### src/rtl/cgra_config_pkg.sv
// ============================================================================
// Module      : cgra_config (package)
// Description : Shared FSM encoding and default sizes for the CGRA config loader.
// Revision    : 1.0
// ============================================================================
`default_nettype none

package cgra_config;

    localparam int CFG_CHAIN_LEN = 64;
    localparam int CFG_WORD_W    = 32;

    typedef enum logic [2:0] {
        IDLE  = 3'd0,
        CLEAR = 3'd1,
        LOAD  = 3'd2,
        SHIFT = 3'd3,
        DONE  = 3'd4
    } cfg_state_t;

endpackage

`default_nettype wire

### src/rtl/config_loader.sv
// ============================================================================
// Module      : config_loader
// Description : Streams bitstream words MSB-first into a serial config chain,
//               capturing the chain tail into a readback word as it shifts.
// Revision    : 1.0
// ============================================================================
`default_nettype none

module config_loader
    import cgra_config::*;
#(
    parameter int CHAIN_LEN = CFG_CHAIN_LEN,
    parameter int WORD_W    = CFG_WORD_W
) (
    input  logic              clk,
    input  logic              reset,
    input  logic              start,
    input  logic              clear_first,
    input  logic [WORD_W-1:0] cfg_data,
    input  logic              cfg_valid,
    output logic              cfg_ready,
    output logic              config_in,
    output logic              config_shift,
    output logic              config_reset,
    input  logic              config_out,
    output logic              busy,
    output logic              done,
    output logic [WORD_W-1:0] rb_word
);

    localparam int CNT_W = $clog2(CHAIN_LEN + 1);
    localparam int WC_W  = $clog2(WORD_W);

    cfg_state_t        r_state;
    cfg_state_t        w_next_state;
    logic [WORD_W-1:0] r_sreg;
    logic [CNT_W-1:0]  r_bit_cnt;
    logic [WC_W-1:0]   r_word_cnt;
    logic [WORD_W-1:0] r_rb;

    logic w_last_bit;
    logic w_last_of_word;

    // Chain length takes priority: a short final word ends the load early.
    assign w_last_bit     = (r_bit_cnt == CNT_W'(CHAIN_LEN - 1));
    assign w_last_of_word = (r_word_cnt == WC_W'(WORD_W - 1));
    assign rb_word        = r_rb;

    always_ff @(posedge clk or negedge reset) begin
        if (!reset) begin
            r_state <= IDLE;
        end else begin
            r_state <= w_next_state;
        end
    end

    always_comb begin
        w_next_state = r_state;
        cfg_ready    = 1'b0;
        config_in    = 1'b0;
        config_shift = 1'b0;
        config_reset = 1'b0;
        busy         = 1'b0;
        done         = 1'b0;
        case (r_state)
            IDLE: begin
                if (start) begin
                    w_next_state = clear_first ? CLEAR : LOAD;
                end
            end
            CLEAR: begin
                config_reset = 1'b1;
                busy         = 1'b1;
                w_next_state = LOAD;
            end
            LOAD: begin
                cfg_ready = 1'b1;
                busy      = 1'b1;
                if (cfg_valid) begin
                    w_next_state = SHIFT;
                end
            end
            SHIFT: begin
                config_shift = 1'b1;
                config_in    = r_sreg[WORD_W-1];
                busy         = 1'b1;
                if (w_last_bit) begin
                    w_next_state = DONE;
                end else if (w_last_of_word) begin
                    w_next_state = LOAD;
                end
            end
            DONE: begin
                done         = 1'b1;
                w_next_state = IDLE;
            end
            default: begin
                w_next_state = IDLE;
            end
        endcase
    end

    always_ff @(posedge clk or negedge reset) begin
        if (!reset) begin
            r_sreg     <= '0;
            r_bit_cnt  <= '0;
            r_word_cnt <= '0;
            r_rb       <= '0;
        end else begin
            case (r_state)
                IDLE: begin
                    if (start) begin
                        r_bit_cnt  <= '0;
                        r_word_cnt <= '0;
                    end
                end
                LOAD: begin
                    if (cfg_valid) begin
                        r_sreg     <= cfg_data;
                        r_word_cnt <= '0;
                    end
                end
                SHIFT: begin
                    r_sreg     <= {r_sreg[WORD_W-2:0], 1'b0};
                    r_bit_cnt  <= r_bit_cnt + CNT_W'(1);
                    r_word_cnt <= r_word_cnt + WC_W'(1);
                    r_rb       <= {r_rb[WORD_W-2:0], config_out};
                end
                default: begin
                end
            endcase
        end
    end

endmodule

`default_nettype wire

### config.mk
export PLATFORM = sky130hd
export DESIGN_NAME = config_loader
export DESIGN_NICKNAME = d
export VERILOG_FILES = /design/src/rtl/cgra_config_pkg.sv /design/src/rtl/config_loader.sv
export SDC_FILE = /design/constraint.sdc
export NUM_CORES = 1
export LEC_CHECK = 0
export ABC_AREA = 1
export CORE_ASPECT_RATIO = 1.1
export CORE_MARGIN = 2
export CORE_UTILIZATION = 40
export DETAILED_ROUTE_END_ITERATION = 8
export PLACE_DENSITY = 0.64
export SYNTH_ARGS = -nofsm -noshare
export SYNTH_HDL_FRONTEND = slang
export SYNTH_SLANG_ARGS = --single-unit
### constraint.sdc
create_clock -name clk -period 3 [get_ports clk]
set_clock_uncertainty 0.1 [all_clocks]
set_input_delay 0.45 -clock clk [delete_from_list [all_inputs] [get_ports clk]]
set_output_delay 0.45 -clock clk [all_outputs]
set_load 0.01 [all_outputs]
After elaboration in Yosys (flattened, before gate mapping)
Index checks and enable logic that the tools add are counted.
{ "totals": {"reg_bits": 79, "in_bits": 38, "out_inout_bits": 38, "word_cells": 44} }
{ "classes": {"addsub": 2, "n_eq_ne": 9, "muxes": 19, "reduce_logical": 9} }
{ "op_table": {"columns": ["op", "count"], "rows": [
  ["one-hot mux 32 bit (2 select lines)", 1],
  ["2-to-1 mux 32 bit", 1],
  ["one-hot mux 5 bit (3 select lines)", 1],
  ["one-hot mux 7 bit (2 select lines)", 1],
  ["2-to-1 mux 3 bit", 4],
  ["one-hot mux 3 bit (4 select lines)", 1],
  ["2-to-1 mux 5 bit", 2],
  ["adder 7 x 1 -> 7 bit (second input constant)", 1],
  ["== test 7 x 6 -> 1 bit (second input constant)", 1],
  ["2-to-1 mux 7 bit", 1],
  ["== test 3 x 2 -> 1 bit (second input constant)", 2],
  ["2-to-1 mux 1 bit", 6],
  ["AND reduction 3 bit", 2],
  ["adder 5 x 1 -> 5 bit (second input constant)", 1],
  ["== test 5 bit (second input constant)", 1],
  ["inequality test 2 bit (second input constant)", 2],
  ["AND reduction 2 bit", 2],
  ["nonzero test 2 bit", 2],
  ["== test 3 x 1 -> 1 bit (second input constant)", 1],
  ["== test 3 bit (second input constant)", 1],
  ["logical NOT 3 bit", 1],
  ["inequality test 3 bit (second input constant)", 1],
  ["nonzero test 3 bit", 1],
  ["OR reduction 3 bit", 1],
  ["2-to-1 mux 2 bit", 1]
]} }

Depth between registers and ports, before layout
{ "depth": {"depth_word": 4, "depth_mapped": 10, "mapped_depth_nobuf": 10} }

Worst setup path after synthesis
No wires, ideal clock.
{ "synth_timing": {"path_kind": "reg2out", "from": "reg r_state[1]", "to": "out config_in", "arrival_ns": 1.105, "required_ns": 2.450, "path_slack_ns": 1.345, "path_stages_with_launch": 7, "n_path_buf": 2, "path_cell_list": "dfrtp_1 inv_1 nor2_1 nand2_1 buf_2 buf_2 nor2_1"} }
{ "synth_between": {"elab_chain_len": 2} }
{ "synth_rtl": {"columns": ["element", "line", "text"], "rows": [
  ["start, declared", "config_loader.sv:34", "cfg_state_t r_state;"],
  ["start signal, assigned", "config_loader.sv:53", "r_state <= w_next_state;"],
  ["== test 3 x 2 -> 1 bit", "config_loader.sv:65", "case (r_state)"],
  ["2-to-1 mux 1 bit", "config_loader.sv:65", null],
  ["end, declared", "config_loader.sv:22", "output logic config_in,"]
]} }
No other way between the ends.

Worst setup path after layout
{ "layout_timing": {"from": "reg r_state[2]", "to": "out cfg_ready"} }
{ "layout_between": {"elab_chain_len": 2} }
{ "layout_rtl": {"columns": ["element", "line", "text"], "rows": [
  ["== test 3 x 2 -> 1 bit", "config_loader.sv:65", null],
  ["2-to-1 mux 1 bit", "config_loader.sv:65", null],
  ["end, declared", "config_loader.sv:21", "output logic cfg_ready,"]
]} }
No other way between the ends.

==> metrics.txt <==
unrepaired setup endpoints after global routing false; Hold-fix buffers, CTS 0; final total power 4.430 mW; Post-Syn Instances 417; global routing met3 resource utilization 4.130%; area used by multi-input combinational logic 1286 sq um; leakage power summed over all cells 2.180 nW; Worst R2R Start r_state[2]; fill count 845; worst path buffer plus inverter count 2; Achievable Freq 0.4101 GHz; CP delay by family, top buffers and inverters; CP required 2.45 ns; met1 Track Usage GR 21.10%; commonest cells after routing, fill and taps aside sky130_fd_sc_hd__nand2_1, sky130_fd_sc_hd__dfrtp_1, sky130_fd_sc_hd__clkdlybuf4s50_1; Synth Cell Area 3588 sq um; horizontal extent of the die 94.31 um; number of gates resized after cts 0; First-pass DRT Iterations 4; final critical delay including setup and external delays 2.438 ns; Worst Reg2Reg Path Length in Cells 9; Avg WL per Cell 12.42 um; maximum level of the CTS H-tree 3; Clock Pin Slew Worst Setup and Hold Paths 0.08 ns; Initial Utilization 40.85%; number of setup violations in the final report 0; Synth Area in Compound Gates 15.03%; post-synthesis share of cell area spent on xor and xnor gates 0.2441%; leading post-synthesis cells by cell area sky130_fd_sc_hd__dfrtp_1, sky130_fd_sc_hd__nand2_1, sky130_fd_sc_hd__o211ai_1, sky130_fd_sc_hd__o21ai_0, sky130_fd_sc_hd__inv_1; register-to-register setup slack 1.21 ns; placer congestion estimate 0.8141; result of the run finished, final reports clean; class of the most critical hold timing path in -> async; number of buffers between clock root and the deepest sink 2; number of hold violations in the final report 0; VDD IR max 0.4421 mV; DRC Markers 0; CP endpoint cfg_ready; number of buffers inserted during clock tree synthesis 9; crit path setup slack, layout 0.5615 ns; source of the critical timing path r_state[2]; GR peak layer met2; number of warnings reported in the yosys synthesis log 0; Post-Synth Simple-Gate Area 19.53%; aggregate global-route resource usage 16.16%; initial antenna violation count 0; number of clock sinks 79; number of DRC violations after detailed-routing iteration 0 121; Final Instance Area 4571 sq um; Die Area 9746 sq um; post-place instance area 4384 sq um; global-route track usage on met2 26.59%; leading cell type in the layout, fill and taps excluded sky130_fd_sc_hd__nand2_1; Die Height 103.3 um; flip-flop cell with the highest count after synthesis sky130_fd_sc_hd__dfrtp_1; worst setup path class reg -> out; maximum number of pins on one net before global-route repair 106; Antenna Violating Nets Remaining 0; main combinational cell family by area after synthesis simple AND/OR/NAND/NOR gates; register area 1977 sq um; Worst Setup Slack post-DPL 0.9356 ns; Critical Path Slowest Stage Cell sky130_fd_sc_hd__clkdlybuf4s50_1; remaining max-slew budget at the tightest pin 34.76%; Fin Setup TNS 0 ns; sequential fraction of the synthesis area 55.09%; async set or reset register ratio after synthesis 100.0%; Adder-Cell Fraction of Synth Area 1.046%; fraction of post-synthesis cell area in the top cell type by area 55.09%; mux contribution to synthesized area 0%; buffers inserted by post-CTS timing repair 0; I/O pin count 76; DP Wirelength 4801 um; area growth from synthesis to layout 27.37%; post-layout util 52.04%; worst reg2reg endpoint r_state[1]; final worst-path cycle share 81.28%; Avg Inst Size Synth 8.605 sq um; fraction of final layout cells sized beyond drive strength 1 5.714%; distinct cell type count after synthesis 28; number of inserted diodes 0; Skew-Pair Late Insertion Delay 0.34 ns; WP data arrival 1.89 ns; Final Max Tran Viols 0; Layout Nets 527; routed via count divided by cell count 4.813; category of the worst setup path capture point output port; largest stage delay on the critical path 0.60 ns; number of global-route vias before repair 2793; EDFF count, synth 0; Core Rows 36; flops & latches, synth 79; top cell type by total area after synthesis sky130_fd_sc_hd__dfrtp_1; wire length of the first global-routing pass 12520 um; CTS tree done; maximum capacitance violations 0; Setup crit start kind register; count of input and output buffers 75; master cell of the clock root buffer sky130_fd_sc_hd__clkbuf_8; DRT Wirelength 7504 um; Worst-Margin Slew 0.9786 ns; cells along the critical path inv_2, nand2_2, nor2_1, clkdlybuf4s50_1; number of nets produced by synthesis 458; standard cell core area 8783 sq um; sum of overflow across all layers after global routing 0; overall via count from detail_route 2907; cell depth of the worst setup path 4; total power divided by cell area 969.2 nW/um^2; highest net fanout along the worst path 7
[worst register-to-register path, cell delays in order, from the launching register on]
cell	delay, ns
sky130_fd_sc_hd__dfrtp_1	0.42
sky130_fd_sc_hd__inv_2	0.13
sky130_fd_sc_hd__nand2_2	0.11
sky130_fd_sc_hd__nor2_4	0.14
sky130_fd_sc_hd__buf_12	0.35
sky130_fd_sc_hd__nand3_2	0.21
sky130_fd_sc_hd__nand2_1	0.08
sky130_fd_sc_hd__inv_1	0.05
sky130_fd_sc_hd__nand2_1	0.05
sky130_fd_sc_hd__nand2_1	0.04
[worst min-delay path by stage]
stage              endpoint  slack, ns   startpoint  cells past startpoint
2_1_floorplan  r_bit_cnt[0]       0.05        reset                      0
6_report         r_sreg[18]       0.15        reset                      1
3_3_place_gp    rb_word[31]       0.37  rb_word[31]                      2
5_1_grt          r_sreg[18]       0.24        reset                      1
4_1_cts          r_sreg[18]       0.20        reset                      1
3_5_place_dp    rb_word[31]       0.38  rb_word[31]                      2
[report_power, final]
part	switching (mW)	leakage [nW]	internal (mW)
logic	1.15	1.07	0.813
registers	0.221	1.02	1.49
clock network	0.381	0.0888	0.382
[synthesized netlist by cell type (all sizes together) (2+ instances only)]
library cell  count
o21ai            49
nand3b            2
ha                3
inv              50
buf              19
nand2           148
dfrtp            79
clkbuf            2
nand3             9
o211ai           32
nor2             14
a21oi             4
[area by class of cell]
type                            instances  area share, %
Clock buffer                           10          2.792
Clock inverter                          5          1.287
Sequential cell                        79          43.25
Inverter                               50          4.106
Multi-Input combinational cell        267          28.14
Tap cell                              114          3.121
Timing Repair Buffer                   79          17.30
[flip-flops by register name, summed over array words and instances (netlist names)]
signal / flops
r_sreg: 32
rb_word: 32
r_bit_cnt: 7
r_word_cnt: 5
r_state: 3
[through the flow]
| step | std cells | hold WS [ns] |
|---|---|---|
| after floorplan | 417 | 0.05441 |
| after global routing | 604 | 0.2364 |
| after CTS | 604 | 0.1987 |
| final | 604 | 0.1517 |
| after detailed placement | 589 | 0.3764 |
| after global placement | 589 | 0.3683 |
[layer usage]
| layer | up-vias | wire length, um |
|---|---|---|
| met5 | - | 0 |
| met4 | 0 | 78 |
| met1 | 1368 | 3654 |
| li1 | 1477 | - |
| met2 | 56 | 3418 |
| met3 | 6 | 353 |
[cells by family after synthesis]
logic type,count (synthesis)
flip-flops,79
AO/OA/AOI/OAI,87
adder cells (fa/ha/maj),3
buffers and inverters,71
AND/OR/NAND/NOR,176
XOR/XNOR,1
(Power assumes the default switching activity.)
